`config.mk`:
```
export PLATFORM = sky130hd
export DESIGN_NAME = quat_requant
export DESIGN_NICKNAME = d
export VERILOG_FILES = /design/src/rtl/quat_pkg.sv /design/src/rtl/quat_requant_lane.sv /design/src/rtl/quat_requant.sv
export SDC_FILE = /design/constraint.sdc
export NUM_CORES = 1
export LEC_CHECK = 0
export CAP_MARGIN = 25
export CORE_UTILIZATION = 45
export CTS_CLUSTER_DIAMETER = 80
export DETAILED_ROUTE_END_ITERATION = 16
export GPL_TIMING_DRIVEN = 0
export PLACE_DENSITY = 0.73
export SKIP_CTS_REPAIR_TIMING = 1
export SYNTH_ARGS = -nofsm -noshare
export SYNTH_HDL_FRONTEND = slang
export SYNTH_SLANG_ARGS = --single-unit
```
`constraint.sdc`:
```
create_clock -name clk -period 7.8 [get_ports clk]
set_input_delay 2.34 -clock clk [delete_from_list [all_inputs] [get_ports clk]]
set_output_delay 2.34 -clock clk [all_outputs]
set_load 0.01 [all_outputs]
```
`src/rtl/quat_pkg.sv`:
```
// Shared widths, defaults and saturation limits for the quaternion datapath.
package quat_pkg;

    localparam int unsigned OP_W          = 16;
    localparam int unsigned PROD_W        = 32;
    localparam int unsigned ACC_W         = PROD_W + 1;
    localparam int unsigned LANES         = 4;
    localparam int unsigned FRAC_BITS_DEF = 14;
    localparam int unsigned SAT_CNT_W_DEF = 16;

    localparam logic signed [OP_W-1:0] Q_MAX = 16'sh7FFF;
    localparam logic signed [OP_W-1:0] Q_MIN = 16'sh8000;

    // Saturated result for one lane.
    typedef struct packed {
        logic            sat;
        logic [OP_W-1:0] q;
    } lane_res_t;

endpackage

```
`src/rtl/quat_requant_lane.sv`:
```
// One lane of requantisation: round-half-up and arithmetic shift (first stage),
// and clamp to a 16-bit signed operand (second stage). Purely combinational.
module quat_requant_lane
    import quat_pkg::*;
#(
    parameter int unsigned FRAC_BITS = FRAC_BITS_DEF
) (
    input  logic signed [PROD_W-1:0] i_c,
    output logic signed [ACC_W-1:0]  o_s_c,
    input  logic signed [ACC_W-1:0]  i_s,
    output lane_res_t                o_res_c
);

    localparam logic signed [ACC_W-1:0] HALF  = ACC_W'(1) << (FRAC_BITS - 1);
    localparam logic signed [ACC_W-1:0] S_MAX = {{(ACC_W-OP_W){Q_MAX[OP_W-1]}}, Q_MAX};
    localparam logic signed [ACC_W-1:0] S_MIN = {{(ACC_W-OP_W){Q_MIN[OP_W-1]}}, Q_MIN};

    logic signed [ACC_W-1:0] w_r;

    // One bit of headroom keeps the rounding add from overflowing.
    assign w_r   = {i_c[PROD_W-1], i_c} + HALF;
    assign o_s_c = w_r >>> FRAC_BITS;

    always_comb begin
        o_res_c.q   = i_s[OP_W-1:0];
        o_res_c.sat = 1'b0;
        if (i_s > S_MAX) begin
            o_res_c.q   = Q_MAX;
            o_res_c.sat = 1'b1;
        end else if (i_s < S_MIN) begin
            o_res_c.q   = Q_MIN;
            o_res_c.sat = 1'b1;
        end
    end

endmodule

```
`src/rtl/quat_requant.sv`:
```
// Two-stage valid/ready requantiser: four 32-bit product lanes back to Q2.14
// operands, with per-lane saturation flags and saturation statistics.
module quat_requant
    import quat_pkg::*;
#(
    parameter int unsigned FRAC_BITS = FRAC_BITS_DEF,
    parameter int unsigned SAT_CNT_W = SAT_CNT_W_DEF
) (
    input  logic                 clk,
    input  logic                 rst,
    input  logic                 in_valid,
    output logic                 in_ready,
    input  logic [PROD_W-1:0]    in_c0,
    input  logic [PROD_W-1:0]    in_c1,
    input  logic [PROD_W-1:0]    in_c2,
    input  logic [PROD_W-1:0]    in_c3,
    output logic                 out_valid,
    input  logic                 out_ready,
    output logic [OP_W-1:0]      out_q0,
    output logic [OP_W-1:0]      out_q1,
    output logic [OP_W-1:0]      out_q2,
    output logic [OP_W-1:0]      out_q3,
    output logic [LANES-1:0]     out_sat,
    input  logic                 clr_stats,
    output logic [SAT_CNT_W-1:0] sat_cnt,
    output logic                 sat_sticky
);

    logic signed [PROD_W-1:0] w_c     [LANES];
    logic signed [ACC_W-1:0]  w_s     [LANES];
    lane_res_t                w_res   [LANES];
    logic signed [ACC_W-1:0]  r_s1_s  [LANES];
    logic [OP_W-1:0]          r_q     [LANES];
    logic [LANES-1:0]         r_sat;
    logic                     r_s1_valid;
    logic                     r_s2_valid;
    logic [SAT_CNT_W-1:0]     r_sat_cnt;
    logic                     r_sat_sticky;
    logic                     w_adv1;
    logic                     w_adv2;
    logic                     w_count;

    assign w_c[0] = in_c0;
    assign w_c[1] = in_c1;
    assign w_c[2] = in_c2;
    assign w_c[3] = in_c3;

    for (genvar g = 0; g < LANES; g++) begin : g_lane
        quat_requant_lane #(
            .FRAC_BITS (FRAC_BITS)
        ) u_lane (
            .i_c     (w_c[g]),
            .o_s_c   (w_s[g]),
            .i_s     (r_s1_s[g]),
            .o_res_c (w_res[g])
        );
    end

    // A stage may load when it is empty or its contents move on this edge.
    assign w_adv2   = !r_s2_valid || out_ready;
    assign w_adv1   = !r_s1_valid || w_adv2;
    assign in_ready = w_adv1 && !rst;

    always_ff @(posedge clk) begin
        if (rst) begin
            r_s1_valid <= 1'b0;
            r_s2_valid <= 1'b0;
            r_sat      <= '0;
            for (int i = 0; i < LANES; i++) begin
                r_s1_s[i] <= '0;
                r_q[i]    <= '0;
            end
        end else begin
            if (w_adv1) begin
                r_s1_valid <= in_valid;
                if (in_valid) begin
                    for (int i = 0; i < LANES; i++) begin
                        r_s1_s[i] <= w_s[i];
                    end
                end
            end
            if (w_adv2) begin
                r_s2_valid <= r_s1_valid;
                if (r_s1_valid) begin
                    for (int i = 0; i < LANES; i++) begin
                        r_q[i]   <= w_res[i].q;
                        r_sat[i] <= w_res[i].sat;
                    end
                end
            end
        end
    end

    // Stats follow output handshakes only; a clear overrides a same-cycle count.
    assign w_count = r_s2_valid && out_ready && (|r_sat);

    always_ff @(posedge clk) begin
        if (rst || clr_stats) begin
            r_sat_cnt    <= '0;
            r_sat_sticky <= 1'b0;
        end else if (w_count) begin
            r_sat_sticky <= 1'b1;
            if (r_sat_cnt != {SAT_CNT_W{1'b1}}) begin
                r_sat_cnt <= r_sat_cnt + SAT_CNT_W'(1);
            end
        end
    end

    assign out_valid  = r_s2_valid;
    assign out_q0     = r_q[0];
    assign out_q1     = r_q[1];
    assign out_q2     = r_q[2];
    assign out_q3     = r_q[3];
    assign out_sat    = r_sat;
    assign sat_cnt    = r_sat_cnt;
    assign sat_sticky = r_sat_sticky;

endmodule

```
==> results.toml, run 1 <==
[global_routing]
met2_usage_pct = 35.3
grt_overflow_total = 0
grt.total_usage_pct = 20.8
antenna_found_initial = 0
grt_max_degree = 36
grt_first_pass_wirelength_um = 28300
grt_util_met3_pct = 4.53
use_met1_pct = 25.8
busiest_layer = "met2"
grt_pass1_vias = 5713

[sta]
slew_headroom_pct = 52.9
rsz0062_at_grt = "no"
slew_viol_final = 0
worst_pin_slew_ps = 703
max_clock_freq_mhz = 160
setup_tns_ps = 0
setup_violations = 0
fin_hold_ws_ps = 477
fin_ws_ps = 1550
period_share_pct = 80.2
period_needed_ps = 6250
clock_skew_ps = 7.64
hold_violations = 0

[clock_network]
cts_tree = "built"
clockRootBuffer = "clkbuf_16"
clk_latency_ps = 420
clkTransAtPathRegs_ps = 60
htreeDepth = 4
cts.sinks = 163
cts_buffers = 17
clk_path_buf_depth = 2

[placement]
place_congestion = 0.867
place_inst = 1051
port_buffers = 167
post-place-ws_ps = 1580
hpwl_um = 13400

[die]
initial_core_util_pct = 46.4
ios = 220
die-area_um2 = 17700
core-area_um2 = 16700
die-width_um = 133
die_h_um = 133
num_rows = 47

[setup_path]
arrival_ps = 3910
critPathMaxFanout = 4
crit_slowest_cell = "clkdlybuf4s50_1"
crit_cells = 4
slowest_delay_ps = 610
crit_family = "buffers and inverters"
crit_path_cell_trace = "clkdlybuf4s50_1, and3b_1, nor2_1, clkdlybuf4s50_1"
startpoint_type = "input port"
cp_num_buf_inv = 2
rr_worst_depth = 6
critPathMostFrequentCell = "clkdlybuf4s50_1"
setup.worst_path.class = "input port to output pin"
required_ps = 5460
setup.worst_path.end_class = "output pin"

[cells_and_area]
final_cells = 1083
layout-drive-gt1-share_pct = 7.18
final_nets = 988
syn2layout_area_growth_pct = 33.7
diodes = 0

[power]
p_comb_share_pct = 11.9
ir_drop_mv = 0.157
p_int_w = 0.00160
pwr-share-seq_pct = 49.5
p_total_w = 0.00208
power_switching_w = 0.000482
p_clk_share_pct = 38.6
switching_share_pct = 23.2
power_density_nw_per_um2 = 201
p_leak_nw = 3.60

[logic_synthesis]
synth_cell_types = 45
yosys-top-cells-area = "edfxtp_1, o21a_1, dfxtp_1"
synth_top_area_share_pct = 54.3
yosysSeqAreaShare_pct = 60.2
synth_warnings = 0
syn_inst = 660
synth-main-ff-cell = "edfxtp_1"
synth_nets = 798
synth_area_um2 = 7740
async_flop_share_pct = 0
avgSynthCellArea_um2 = 11.7
yosys-top-cells-count = "edfxtp_1, o21a_1, nor2_1"
synth-seq-cells = 163
synth_edf_count = 140
post-synth-top-count-cell = "edfxtp_1"
synth_top_area_cell = "edfxtp_1"

[job]
maxCapViolCount = 0

[run_status]
status = "finished clean"

[drt]
finalWirelength_um = 18400
vias = 6098
route.detailed.drc = 0
routedWlPerCell_um = 17.0
dr.pass1.iters = 5
postRouteAntennaNets = 0
avgViaCountPerCell = 5.63
drt_iter0_drc = 473

[min_path]
whs_path_depth = 2
hold_path.class = "flop to flop"
## metal layers
metal	vias up	share of wire [%]
met5	-	0
met4	0	1.8
met3	29	7.9
met2	281	50
met1	2885	41
li1	2903	-
## cells in the final DEF, fill, tap and decap left out, types with 3 or more instances in the layout
master,count
clkinvlp_4,4
xnor2_1,25
a21oi_1,40
and3_1,14
nor2_1,59
buf_1,3
edfxtp_1,140
ha_1,5
nor4_1,10
and4_1,10
or3_1,16
mux2i_1,6
nand3_1,36
o21a_1,62
clkdlybuf4s50_1,167
buf_6,3
clkbuf_1,12
or3_4,3
o21ai_0,16
o31ai_1,16
clkbuf_16,17
clkinv_2,3
buf_2,8
nor3_1,14
nand4_2,5
or4_1,17
inv_1,9
nand2_1,38
nand4_1,13
and2_1,12
xor2_1,22
dfxtp_1,23
## registers in the layout, indices dropped and copies added (netlist names)
name,count
r_s1_s,76
r_q,64
sat_cnt,16
out_sat,4
out_valid,1
r_s1_valid,1
sat_sticky,1
## power groups by stage
stage | combinational, W | sequential, W | clock (W)
floorplan | 0.0000862 | 0.00106 | 0
global placement | 0.000233 | 0.00105 | 0
detailed placement | 0.000245 | 0.00105 | 0
CTS | 0.000247 | 0.00103 | 0.000811
global route | 0.000265 | 0.00103 | 0.000846
finish | 0.000247 | 0.00103 | 0.000802
## path summary, 6_finish.rpt
check             startpoint       endpoint  slack [ps]
setup / recovery   out_ready       in_ready        1550
hold / removal    sat_sticky     sat_sticky         480
setup reg to reg   out_valid  r_s1_s[2][11]        5540
hold reg to reg   sat_sticky     sat_sticky         480
## worst reg2reg max path: stages (launching register included)
cell      delay [ps]
dfxtp_1          430
and3b_1          310
nor2_1            80
nand2_1          150
clkbuf_1         470
buf_1            450
nor2_1           120
## metrics by stage
step                area [um2]  util, %
floorplan                 7740        -
global route             10400     62.0
finish                   10400     62.0
CTS                      10400     62.0
global placement          9690     58.0
detailed placement        9780     58.6
## cell type report
type | instances | area (um2)
Inverter | 10 | 37.5
Multi-Input combinational cell | 462 | 2940
Tap cell | 220 | 275
Timing Repair Buffer | 171 | 1750
Sequential cell | 163 | 4660
Clock buffer | 18 | 429
Fill cell | 1305 | 6350
Clock inverter | 14 | 139
Buffer | 25 | 120
## kinds of logic (layout without fill, tap and decap cells)
family / after synthesis / in the layout / synth area share (%)
DFF: 163 / 163 / 60.2
adders and majority gates: 5 / 5 / 0.808
xor gates and xnor gates: 47 / 47 / 5.32
AOI/OAI and AO/OA: 141 / 141 / 12.0
muxes: 6 / 6 / 0.776
and+or+nand+nor: 263 / 263 / 18.8
buffers and inverters: 35 / 238 / 2.04
(Power assumes the default switching activity.)
==> run 2, diff against run 1 <==
==> constraint.sdc (replaced) <==
create_clock -name clk -period 5.9 [get_ports clk]
set_input_delay 1.77 -clock clk [delete_from_list [all_inputs] [get_ports clk]]
set_output_delay 1.77 -clock clk [all_outputs]
set_load 0.01 [all_outputs]
==> run 2 against run 1 <==
  * Hold slack improved by 3.7 ps
  * Combinational power rose by 33%
  * Sequential share of layout area shrank 0.11 points
  * Power is 33% higher
  * Design area grew 0.24%
  * Utilization rose by 0.15 points
  * First-iteration DRC count is 16% lower
  * Clock skew barely moved
  * Sequential power grew 32%
  * Via count shrank 0.93%
  * Flip-flop and latch count unchanged
  * Register-to-register slack lost 1900 ps
==> results.toml, run 2 (synthesized netlist as in run 1, its figures left out) <==
[min_path]
hold_path.class = "flop to flop"
whs_path_depth = 2
holdPathEnd = "sat_sticky"
holdCritStartpoint = "sat_sticky"

[cells_and_area]
final_nets = 988
largest_register = "r_s1_s"
fin_area_um2 = 10400
syn2layout_area_growth_pct = 34.0
largest_reg_flops = 76
diodes = 0
final_cell_mix = "clkdlybuf4s50_1, edfxtp_1, o21a_1"
layout_commonest_cell = "clkdlybuf4s50_1"
layout-drive-gt1-share_pct = 6.74

[sta]
clock_skew_ps = 7.31
slew_headroom_pct = 30.9
setup_violations = 0
rsz0062_at_grt = "no"
period_share_pct = 86.9
max_clock_freq_mhz = 195
period_needed_ps = 5130
hold_violations = 0
worst_pin_slew_ps = 1030
slew_viol_final = 0
fin_ws_ps = 771
setup_tns_ps = 0

[die]
num_rows = 47
die-area_um2 = 17700
die-width_um = 133
ios = 220
die_h_um = 133
core-area_um2 = 16700
initial_core_util_pct = 46.4

[job]
maxCapViolCount = 0

[drt]
dr.pass1.iters = 5
route.detailed.drc = 0
avgViaCountPerCell = 5.59
finalWirelength_um = 18500
wl_met2_um = 8840
routedWlPerCell_um = 17.2
routed.top_layer = "met4"
met1_length_um = 7590
vias = 6041
drt_iter0_drc = 399
dr_wl_met3_um = 1560
postRouteAntennaNets = 0

[placement]
port_buffers = 167
post-place-ws_ps = 798
hpwl_um = 13400
place_area_um2 = 9810
place_congestion = 0.878

[global_routing]
grt_first_pass_wirelength_um = 29200
grt_max_degree = 34
grt_pass1_vias = 5922
antenna_found_initial = 0
grt_overflow_total = 0
grt.total_usage_pct = 21.4

[setup_path]
setup.worst_path.end_class = "output pin"
startpoint_type = "input port"
arrival_ps = 3360
critPathMaxFanout = 4
setup.worst_path.class = "input port to output pin"
worstReg2RegStart = "out_valid"
required_ps = 4130
r2r_end = "r_s1_s[2][11]"
rr_worst_depth = 6
worst-r2r-setup-slack_ps = 3650

[clock_network]
clockRootBuffer = "clkbuf_16"
cts_tree = "built"
cts_buffers = 17
cts.sinks = 163
clk_path_buf_depth = 2
clk_latency_ps = 420
clkTransAtPathRegs_ps = 60
htreeDepth = 4

[power]
power_density_nw_per_um2 = 267
p_leak_nw = 3.61
ir_drop_mv = 0.208

[run_status]
status = "finished clean"
==> run 2: metal layers <==
| layer | vias up | global-route usage, % |
|---|---|---|
| met2 | 300 | 35.6 |
| met5 | - | 0 |
| met3 | 44 | 5.06 |
| li1 | 2884 | - |
| met4 | 0 | 9.97 |
| met1 | 2813 | 26.5 |
==> run 2: final cells by class <==
class	count	area, um2
fill	1271	6320
sequential	163	4660
multi-input combinational	462	2940
buffer	25	120
clock inverter	10	136
tap	220	275
clock buffer	19	433
inverter	10	37.5
timing repair buffer	171	1770
==> run 2: where the power goes <==
group	switching [W]	internal, W	total, W
sequential	0.0000280	0.00133	0.00136
combinational	0.000170	0.000158	0.000328
clock	0.000427	0.000657	0.00108
total	0.000625	0.00215	0.00277
==> run 2: through the flow <==
| step | hold slack, ps | std cells | utilization [%] | power, W |
|---|---|---|---|---|
| 2_1_floorplan | 474 | 660 | - | 0.00151 |
| 3_3_place_gp | 457 | 1047 | 58.0 | 0.00170 |
| 3_5_place_dp | 481 | 1051 | 58.7 | 0.00171 |
| 4_1_cts | 495 | 1080 | 62.1 | 0.00279 |
| 5_1_grt | 533 | 1080 | 62.1 | 0.00286 |
| 6_report | 481 | 1080 | 62.1 | 0.00277 |
==> run 2: critical path: stages <==
cell and delay (ps):
clkdlybuf4s50_1 550, and3b_1 260, nor2_1 190, clkdlybuf4s50_1 590
==> run 2: worst max path at each step <==
stage                         start           end  slack, ps  cells past startpoint
final                     out_ready      in_ready        770                      4
after CTS                 out_ready      in_ready        770                      4
after floorplan           out_ready  r_s1_s[0][0]       1510                      2
after detailed placement  out_ready      in_ready        800                      4
after global placement    out_ready  r_s1_s[3][5]        160                      3
after global routing      out_ready      in_ready        720                      4
==> run 3, diff against run 2 <==
--- a/config.mk
+++ b/config.mk
@@ -5,12 +5,14 @@
 export SDC_FILE = /design/constraint.sdc
 export NUM_CORES = 1
 export LEC_CHECK = 0
+export ABC_AREA = 1
 export CAP_MARGIN = 25
 export CORE_UTILIZATION = 45
 export CTS_CLUSTER_DIAMETER = 80
 export DETAILED_ROUTE_END_ITERATION = 16
 export GPL_TIMING_DRIVEN = 0
-export PLACE_DENSITY = 0.73
+export PLACE_DENSITY = 0.72
+export SETUP_SLACK_MARGIN = 0.5
 export SKIP_CTS_REPAIR_TIMING = 1
 export SYNTH_ARGS = -nofsm -noshare
 export SYNTH_HDL_FRONTEND = slang
==> run 3 against run 2 <==
  * Flip-flop and latch count unchanged
  * Sequential power about the same
  * Critical endpoint unchanged
  * First-iteration DRC count down 13%
  * Synthesized cell count up 38%
==> results.toml, run 3 <==
[run_status]
status = "finished clean"

[cells_and_area]
register_area_um2 = 4660
largest_reg_flops = 76
layout_commonest_cell = "nand2_1"
final_cell_mix = "nand2_1, clkdlybuf4s50_1, nor2_1"
postLayoutCoreUtil_pct = 61.0
diodes = 0
fin_area_um2 = 10700
syn2layout_area_growth_pct = 31.3
multi_input_area_um2 = 2920
final_nets = 1236
nFillCells = 1498
largest_register = "r_s1_s"
layout-drive-gt1-share_pct = 6.85

[logic_synthesis]
synth_cell_types = 34
synth_top_area_cell = "edfxtp_1"
synth_area_um2 = 8130
yosys-top-cells-area = "edfxtp_1, nand2_1, nor2_1"
async_flop_share_pct = 0
synth-seq-cells = 163
post-synth-top-count-cell = "nand2_1"
avgSynthCellArea_um2 = 8.92
synth_nets = 1049
yosysSeqAreaShare_pct = 57.4
synth_edf_count = 140
synth-main-ff-cell = "edfxtp_1"
syn_inst = 911
synth_warnings = 0
yosys-top-cells-count = "nand2_1, nor2_1, edfxtp_1"
synth_top_area_share_pct = 51.7

[power]
p_comb_share_pct = 12.7
ir_drop_mv = 0.200
p_clk_share_pct = 37.7
power_switching_w = 0.000629
p_int_w = 0.00211
pwr-share-seq_pct = 49.6
p_leak_nw = 4.13
power_density_nw_per_um2 = 257
switching_share_pct = 23.0

[sta]
max_clock_freq_mhz = 206
period_needed_ps = 4860
setup_violations = 0
setup_tns_ps = 0
period_share_pct = 82.4
clock_skew_ps = 10.7
slew_viol_final = 0
rsz0062_at_grt = "no"
worst_pin_slew_ps = 755
hold_violations = 0
slew_headroom_pct = 49.7

[clock_network]
cts_tree = "built"
htreeDepth = 4
cts.sinks = 163
clk_path_buf_depth = 2
clockRootBuffer = "clkbuf_16"
clkTransAtPathRegs_ps = 60
cts_buffers = 17
clk_latency_ps = 420

[setup_path]
critPathMaxFanout = 3
startpoint_type = "input port"
crit_slowest_cell = "clkdlybuf4s50_1"
crit_family = "buffers and inverters"
setup.worst_path.class = "input port to output pin"
slowest_delay_ps = 540
setup.worst_path.end_class = "output pin"
arrival_ps = 3090
cp_num_buf_inv = 4
required_ps = 4130
crit_path_cell_trace = "clkdlybuf4s50_1, inv_1, nand3_2, nand2_1, inv_1, clkdlybuf4s50_1"

[global_routing]
grt_overflow_total = 0
grt_pass1_vias = 5988
grt_first_pass_wirelength_um = 29000
grt_max_degree = 46
antenna_found_initial = 0
grt.total_usage_pct = 20.6

[drt]
route.detailed.drc = 0
avgViaCountPerCell = 4.91
finalWirelength_um = 18500
drt_iter0_drc = 346
routedWlPerCell_um = 13.9
postRouteAntennaNets = 0
dr.pass1.iters = 5
vias = 6544

[placement]
place_area_um2 = 10100
place_congestion = 0.880
port_buffers = 166
hpwl_um = 13900

[die]
core-area_um2 = 17500
num_rows = 48
initial_core_util_pct = 46.5
die-area_um2 = 18600
die_h_um = 136
ios = 220
die-width_um = 136

[min_path]
hold_path.class = "flop to flop"

[job]
maxCapViolCount = 0
run 3: changes by cell type in the layout (fill, tap and decap cells not counted), sizes merged, moves of 14 or more:
cell	previous run	this run
nor2	59	171
or4	17	0
nand2	38	199
xnor2	25	11
o21a	62	4
and3	15	0
or3	19	0
a21oi	40	96
inv	11	118
run 3: power by group through the flow:
stage / clock, W / sequential (W) / combinational (W)
CTS: 0.00105 / 0.00136 / 0.000352
finish: 0.00103 / 0.00136 / 0.000349
global placement: 0 / 0.00138 / 0.000341
global route: 0.00109 / 0.00136 / 0.000383
detailed placement: 0 / 0.00138 / 0.000351
floorplan: 0 / 0.00140 / 0.000140
run 3: worst min-delay path, cell delays in order (launching register included):
cell and delay (ps):
dfxtp_1 320, nand2_1 60, nand2_1 40
run 3: cell families after synthesis:
family                     share of synthesized area, %
and+or+nand+nor                                    22.5
adders and majority gates                         0.770
AOI/OAI and AO/OA                                  9.41
DFF                                                57.4
xor gates and xnor gates                           3.13
buffers and inverters                              6.82
run 3: layout make-up:
cell class / count / area share, %
Sequential cell: 163 / 43.7
Multi-Input combinational cell: 609 / 27.3
Timing Repair Buffer: 168 / 16.0
Clock buffer: 21 / 4.13
Inverter: 117 / 4.12
Tap cell: 225 / 2.64
Buffer: 22 / 1.08
Clock inverter: 9 / 1.02
run 3: through the flow:
| step | hold slack [ps] | cells | power (W) | setup WS [ps] |
|---|---|---|---|---|
| after floorplan | 481 | 911 | 0.00154 | 1820 |
| after global placement | 461 | 1302 | 0.00173 | 590 |
| after detailed placement | 462 | 1304 | 0.00173 | 1070 |
| after CTS | 474 | 1334 | 0.00276 | 1050 |
| after global routing | 490 | 1334 | 0.00284 | 960 |
| final | 472 | 1334 | 0.00274 | 1040 |
run 3: metal layers:
| metal | vias up | GRT usage, % | routed length (um) |
|---|---|---|---|
| li1 | 3379 | - | - |
| met1 | 2954 | 26.4 | 8160 |
| met2 | 195 | 34.7 | 9100 |
| met3 | 16 | 4.47 | 1040 |
| met4 | 0 | 6.73 | 210 |
| met5 | - | 0 | 0 |
run 3: final timing paths:
check	startpoint	endpoint	slack (ps)	cells after the start
setup / recovery	out_ready	in_ready	1040	6
hold / removal	out_sat[1]	out_sat[1]	470	2
setup reg to reg	out_valid	r_q[3][7]	3900	6
hold reg to reg	out_sat[1]	out_sat[1]	470	2
